`src/rtl/op_aut_mc.sv`:
```
// op_aut_mc: multi-cycle MIPS-style datapath (FETCH/DECODE/EXEC/WB) with req/ack instruction fetch.
// Ports: clock/reset (async, active-high); imem_req/imem_addr/imem_ack/imem_data fetch handshake;
// rd_mux_s, write, op2_mux_s, alu_funct, branch_mux_s from the control unit;
// opcode/funct/zero and decode/exec/retire state strobes to the control unit.
// Optional macro OP_AUT_MC_JUMP_EN: opcode 0x02 performs a J-type jump with no register write.
module op_aut_mc #(
  parameter int WIDTH = 32,
  parameter int REGS = 32,
  parameter logic [WIDTH-1:0] RESET_PC = '0
) (
  input  logic             clock,
  input  logic             reset,
  output logic             imem_req,
  output logic [WIDTH-1:0] imem_addr,
  input  logic             imem_ack,
  input  logic [31:0]      imem_data,
  input  logic             rd_mux_s,
  input  logic             write,
  input  logic             op2_mux_s,
  input  logic [5:0]       alu_funct,
  input  logic             branch_mux_s,
  output logic [5:0]       opcode,
  output logic [5:0]       funct,
  output logic             zero,
  output logic             decode,
  output logic             exec,
  output logic             retire
);
  localparam int AW = $clog2(REGS);
  typedef enum logic [1:0] {FETCH, DECODE, EXEC, WB} state_t;
  state_t state_q, state_d;
  logic [WIDTH-1:0] pc_q, pc_d, a_q, a_d, b_q, b_d, alu_q, alu_d;
  logic [31:0] ir_q, ir_d;
  logic [4:0] dest_q, dest_d;
  logic [WIDTH-1:0] rf_q [REGS];
  logic [WIDTH-1:0] imm, op2, res, pc4, rs_v, rt_v;
  logic jmp, we;
`ifdef OP_AUT_MC_JUMP_EN
  assign jmp = ir_q[31:26] == 6'h02;
`else
  assign jmp = 1'b0;
`endif
  // reg[0] is never written and resets to 0, so it reads 0 without a special case
  assign rs_v = (ir_q[25:21] >> AW) == 5'd0 ? rf_q[ir_q[21 +: AW]] : '0;
  assign rt_v = (ir_q[20:16] >> AW) == 5'd0 ? rf_q[ir_q[16 +: AW]] : '0;
  assign imm = {{(WIDTH-16){ir_q[15]}}, ir_q[15:0]};
  assign op2 = op2_mux_s ? imm : b_q;
  assign pc4 = pc_q + {{(WIDTH-3){1'b0}}, 3'd4};
  assign we = state_q == WB && write && !jmp && dest_q != 5'd0 && (dest_q >> AW) == 5'd0;
  assign zero = res == '0;
  assign imem_req = state_q == FETCH;
  assign imem_addr = pc_q;
  assign opcode = ir_q[31:26];
  assign funct = ir_q[5:0];
  assign decode = state_q == DECODE;
  assign exec = state_q == EXEC;
  assign retire = state_q == WB;
  always_comb begin
    res = '0;
    case (alu_funct)
      6'h20: res = a_q + op2;
      6'h22: res = a_q - op2;
      6'h24: res = a_q & op2;
      6'h25: res = a_q | op2;
      6'h26: res = a_q ^ op2;
      6'h27: res = ~(a_q | op2);
      6'h2A: res = {{(WIDTH-1){1'b0}}, $signed(a_q) < $signed(op2)};
      6'h00: res = op2 << ir_q[10:6];
      default: res = '0;
    endcase
  end
  always_comb begin
    state_d = state_q;
    pc_d = pc_q;
    ir_d = ir_q;
    a_d = a_q;
    b_d = b_q;
    alu_d = alu_q;
    dest_d = dest_q;
    case (state_q)
      FETCH: begin
        ir_d = imem_ack ? imem_data : ir_q;
        state_d = imem_ack ? DECODE : FETCH;
      end
      DECODE: begin
        a_d = rs_v;
        b_d = rt_v;
        state_d = EXEC;
      end
      EXEC: begin
        alu_d = res;
        dest_d = rd_mux_s ? ir_q[15:11] : ir_q[20:16];
        pc_d = jmp ? {pc4[WIDTH-1:28], ir_q[25:0], 2'b00} : branch_mux_s ? pc4 + (imm << 2) : pc4;
        state_d = WB;
      end
      default: state_d = FETCH;
    endcase
  end
  always_ff @(posedge clock or posedge reset) begin
    if (reset) begin
      state_q <= FETCH;
      pc_q <= RESET_PC;
      ir_q <= '0;
      a_q <= '0;
      b_q <= '0;
      alu_q <= '0;
      dest_q <= '0;
    end else begin
      state_q <= state_d;
      pc_q <= pc_d;
      ir_q <= ir_d;
      a_q <= a_d;
      b_q <= b_d;
      alu_q <= alu_d;
      dest_q <= dest_d;
    end
  end
  always_ff @(posedge clock or posedge reset) begin
    if (reset) begin
      for (int i = 0; i < REGS; i++) rf_q[i] <= '0;
    end else if (we) begin
      rf_q[dest_q[AW-1:0]] <= alu_q;
    end
  end
endmodule
```
`config.mk`:
```
export PLATFORM = sky130hd
export DESIGN_NAME = op_aut_mc
export DESIGN_NICKNAME = d
export VERILOG_FILES = /design/src/rtl/op_aut_mc.sv
export SDC_FILE = /design/constraint.sdc
export NUM_CORES = 2
export LEC_CHECK = 0
export ABC_AREA = 1
export CORE_MARGIN = 2
export CORE_UTILIZATION = 39
export CTS_CLUSTER_DIAMETER = 80
export DETAILED_ROUTE_END_ITERATION = 12
export GPL_ROUTABILITY_DRIVEN = 0
export PLACE_DENSITY_LB_ADDON = 0.12
export SYNTH_ARGS = -nofsm -noshare
export SYNTH_HDL_FRONTEND = slang
export SYNTH_SLANG_ARGS = --single-unit
```
`constraint.sdc`:
```
create_clock -name clock -period 77.9 [get_ports clock]
set_clock_uncertainty 0.2 [all_clocks]
set_input_delay 7.79 -clock clock [delete_from_list [all_inputs] [get_ports clock]]
set_output_delay 7.79 -clock clock [all_outputs]
set_load 0.02 [all_outputs]
```
# Yosys cells after proc, flatten, opt, wreduce, memory -nomap -nowiden
# Cells that the tools add are included.
[op_classes]
add_sub_neg = 4
n_mul = 0
div_mod_pow = 0
order_cmp = 5
eq_ne = 10
shift = 1
mux = 15
bitwise = 7
reduce_logical = 8
[op_table]
columns = ["cell", "count"]
rows = [
  ["$bwmux 1024", 1],
  ["$bmux 32 s5", 2],
  ["$pmux 32 s8", 1],
  ["$mux 32", 7],
  ["$demux 32 s5", 1],
  ["$add 32x32->32", 2],
  ["$eq 6x6->1 const B", 7],
  ["$add 32x3->32 const B", 1],
  ["$and 32x32->32", 1],
  ["$logic_not 32->1", 1],
  ["$lt 32x32->1", 1],
  ["$not 32->32", 1],
  ["$or 32x32->32", 1],
  ["$shl 32x5->32", 1],
  ["$sub 32x32->32", 1],
  ["$xor 32x32->32", 1],
  ["$ge 6x6->1 const B", 3],
  ["$not 5->6", 3],
  ["$logic_not 6->1", 1],
  ["$lt 6x1->1 const B", 1],
  ["$pmux 2 s3", 1],
  ["$mux 5", 1],
  ["$reduce_bool 5->1", 1],
  ["$eq 2x2->1 const B", 2],
  ["5 further kinds", 7],
]
[totals]
reg_bits = 1191
latchBits = 0
mem_bits_rw = 0
romBits = 0
elab_cells = 89
n_memories = 0

# Logic depth before layout (Yosys ltp)
[logic_depth]
word_depth = 6
depth_mapped = 26
mapped_depth_nobuf = 24

# Worst setup path before layout
# Ideal clock, no wire load.
[synth_timing]
path_kind = "input to output"
from = "input port op2_mux_s"
to = "output port zero"
t_arrival_ns = 10.178
setup_slack_ns = 59.732
stages = 24
n_path_buf = 3
cell_sequence = "nand2_1 buf_4 buf_2 nand2_1 inv_1 ha_1 buf_2 nor2_1 inv_1 nor2_1 nand2_1 nor2_1 nand2_1 nand3_1 nand2_1 inv_1 nor2_1 nor2_1 nand2_1 nor2_1 nand2_1 nor2_1 nand2_1 nor2_1"
[synth_via]
elab_chain_cells = 5
word_cells_on_any_way = 11
classes_between = "2 x add/sub; 1 x order compare; 1 x shift; 2 x mux; 4 x bitwise; 1 x reduce/logical"
[synth_rtl]
columns = ["item", "line", "source"]
rows = [
  ["start: declaration", "19", "input logic op2_mux_s,"],
  ["$mux 32 *", "47", "assign op2 = op2_mux_s ? imm : b_q;"],
  ["parallel branches: the longest is 2 deep, another holds $sub 32x32->32", "n/a", ""],
  ["$pmux 32 s8 *", "60", "case (alu_funct)"],
  ["$logic_not 32->1 *", "50", "assign zero = res == '0;"],
  ["end: declaration", "24", "output logic zero,"],
]
# Mark *: on every way between the ends.

# Worst setup path in the final report
# Same ends and word-level chain as after synthesis.

==> key figures <==
Outcome
  – Status: complete, no violations

Detailed routing
  – Vias per cell: 5.99
  – DRT iter0 DRCs: 9394
  – Wirelength per Cell: 25.6 um
  – DR pass1 iterations: 8
  – Antenna viol nets, final: 0
  – Residual DRC: 0
  – Drt total wl: 314000 um
  – DR vias: 73465

STA
  – RSZ-0062 raised after global routing: false
  – Min Hold Slack: 201 ps
  – Setup TNS: 0 ps
  – Tmin final: 20740 ps
  – Relative slew slack: 12.3%
  – Final Hold Fails: 0
  – Fin. max-slew vios: 0
  – Fmax: 48.2 MHz
  – Worst Max-Slew Pin Slew: 1310 ps
  – # setup viols final: 0
  – PnR worst setup slack: 57160 ps
  – Crit share post-route: 26.6%

Yosys
  – Synth Instances: 10169
  – Yosys Warn Count: 0
  – Async S/R FF share, synth: 100%
  – Area of the mapped netlist: 0.0719 mm2
  – Number of enable flip-flop cells after synthesis: 0
  – Yosys reg bits: 1189
  – Sequential area share after synthesis: 41.4%
  – Post-synth cell types: 53
  – Synthesized area per cell: 7.07 um2
  – Top FF cell, synth: dfrtp_1

Placement
  – PortBufs: 91
  – Post-place setup slack: 57410 ps
  – Post-DP HPWL: 190000 um
  – Placed Area: 0.0738 mm2

Layout
  – Nets@finish: 9875
  – Fill cells: 18970
  – Share of layout cells above drive strength 1: 4.72%
  – Final instance area: 0.0784 mm2
  – Area Overhead vs Synth: 8.96%

CTS
  – Clock sinks: 1189
  – Setup Buffers After CTS: 0
  – Worst-Skew Late Latency: 820 ps
  – Max Root-Sink Buffers: 3
  – Worst-path clk slew: 60 ps
  – Cts bufs inserted: 143
  – Max H-tree Level: 4
  – Number of gates resized after CTS: 0
  – Post-cts hold buffer count: 0
  – Root buf cell: clkbuf_16
  – TritonCTS clock tree: built

Global routing
  – Total grt overflow: 0
  – Largest net degree at the start of global routing: 160
  – Vias in the first global route: 67892
  – First-pass GRT wire length: 460000 um
  – GRT Overall Usage: 32.7%
  – Number of antenna violations at the first check in global routing: 21

Power
  – Pwr Total: 3600 uW
  – Max IR drop VDD: 0.0294 mV
  – Pwr Density: 45.9 mW/mm2
  – Leakage power: 0.0349 uW

Critical path
  – Startpoint Class: input pin
  – Crit path DAT: 12750 ps
  – Crit Path Max Fanout: 38
  – CP required: 69910 ps
  – CP endpoint kind: primary output
  – Reg2Reg Setup Slack: 72870 ps
  – Crit Path Class: input pin to primary output

Die
  – Die ar.: 0.188 mm2
  – Site Rows: 157
  – Chip Width: 433 um
  – Die Ht: 433 um
  – Initial core utilization: 39.3%
  – Core area: 0.183 mm2
  – IO Pins: 94

Hold path
  – HP Class: flop to flop

Job
  – Max cap viols: 0
-- cells in the final DEF, fill, tap and decap left out, drive strengths merged, types with 3 or more instances in the layout --
master and n:
o221ai 62, o32ai 28, o311ai 8, dfrtp 1189
buf 146, bufinv 3, a31oi 5, nand3b 4
inv 674, or2 10, clkinvlp 3, a221oi 39
nand4 49, o21bai 9, clkdlybuf4s50 91, nor2 1843
a211oi 33, a21oi 900, clkbuf 219, ha 144
o31ai 14, xnor2 4, diode 7, o211ai 25
fa 3, mux2 15, xor2 30, and2 9
nand2 1344, nor4 4, o21ai 2015, a21o 6
o22ai 359, clkinv 28, nand3 415, nor3 50
-- area by class of cell --
type	count	area (um2)	area share, %
Tap cell	2464	3080	3.93
Timing Repair Buffer	237	2090	2.67
Clock inverter	36	367	0.468
Sequential cell	1189	29800	38.0
Multi-Input combinational cell	7440	36300	46.3
Clock buffer	219	4210	5.37
Inverter	672	2560	3.27
Antenna cell	7	17.5	0.0224
-- per-stage QoR --
step	instances	utilization, %
2_1_floorplan	10170	-
3_3_place_gp	12002	40.3
3_5_place_dp	12002	40.3
4_1_cts	12257	42.8
5_1_grt	12260	42.8
6_report	12264	42.8
-- power by group --
part	switching (uW)	leakage [uW]	internal [uW]
Sequential	182	0.0153	802
Clock	286	0.00224	383
Combinational	1370	0.0174	569
-- cell usage after synthesis, types with 7 or more instances --
cell type / n / area share [%]
or2_2: 9 / 0.078
a21oi_1: 898 / 6.2
o21ai_1: 14 / 0.097
nand2_1: 1340 / 7.0
ha_1: 144 / 2.5
clkbuf_1: 609 / 3.2
dfrtp_1: 1189 / 41
buf_1: 51 / 0.27
inv_1: 655 / 3.4
buf_2: 177 / 1.2
nor3_1: 49 / 0.34
xor2_1: 30 / 0.37
nor2_2: 20 / 0.17
o32ai_1: 28 / 0.34
buf_4: 29 / 0.30
nor2_1: 1820 / 9.5
o31ai_1: 14 / 0.15
o221ai_1: 62 / 0.75
o211ai_1: 25 / 0.26
nand3_1: 411 / 2.9
o21ai_0: 2001 / 14
a221oi_1: 39 / 0.47
clkinv_1: 7 / 0.037
o311ai_0: 8 / 0.097
o21bai_1: 9 / 0.094
nand4_1: 48 / 0.42
mux2_2: 15 / 0.23
inv_2: 10 / 0.052
o22ai_1: 359 / 3.1
and2_1: 9 / 0.078
a211oi_1: 33 / 0.34
-- path summary, 6_finish.rpt --
check	start	to	cells after the start
setup / recovery	op2_mux_s	zero	23
hold reg to reg	rf_q[1001]$_DFFE_PP0P_	rf_q[1001]$_DFFE_PP0P_	0
min in group asynchronous	reset	rf_q[126]$_DFFE_PP0P_	2
hold / removal	rf_q[1001]$_DFFE_PP0P_	rf_q[1001]$_DFFE_PP0P_	0
max in group asynchronous	reset	ir_q[16]$_DFFE_PP0P_	6
setup reg to reg	ir_q[21]$_DFFE_PP0P_	a_q[25]$_DFFE_PP0P_	9
-- logic make-up after synthesis --
| kind of cell | share of synthesized area, % |
|---|---|
| flops | 41.4 |
| compound gates | 26.1 |
| other cells | 0.00521 |
| fa+ha+maj | 2.59 |
| simple gates | 20.7 |
| buf+inv | 8.53 |
| mux | 0.235 |
| xor+xnor | 0.414 |
-- layer usage --
layer / vias up / share of wire [%] / track usage [%]
li1: 33234 / - / -
met1: 35409 / 42 / 44.9
met2: 4022 / 43 / 48.6
met3: 776 / 10 / 7.28
met4: 24 / 5.1 / 15.4
met5: - / 0.049 / 0
-- sequential cells by signal (all words and copies together), names as in the netlist --
signal / flops
rf_q: 1024
a_q: 32
alu_q: 32
b_q: 32
ir_q: 32
imem_addr: 30
dest_q: 5
state_q: 2
-- critical path, cell delays in order --
cell             delay (ps)
clkdlybuf4s50_1         410
buf_4                   220
nand2_1                 130
buf_4                   380
inv_1                   240
a21oi_1                 350
ha_1                    410
inv_1                   230
nand2_1                 100
nor3_1                  340
nand2_1                 180
nor3_1                  160
nand2_1                 170
nand2_1                 110
nand2_1                  50
nand3_1                  60
nand2_1                  50
nor2_1                  230
nand2_1                 100
nor2_1                  120
nand2_1                  60
nor2_1                  170
clkdlybuf4s50_1         640
Note: power is estimated with default switching activity, not from simulation.
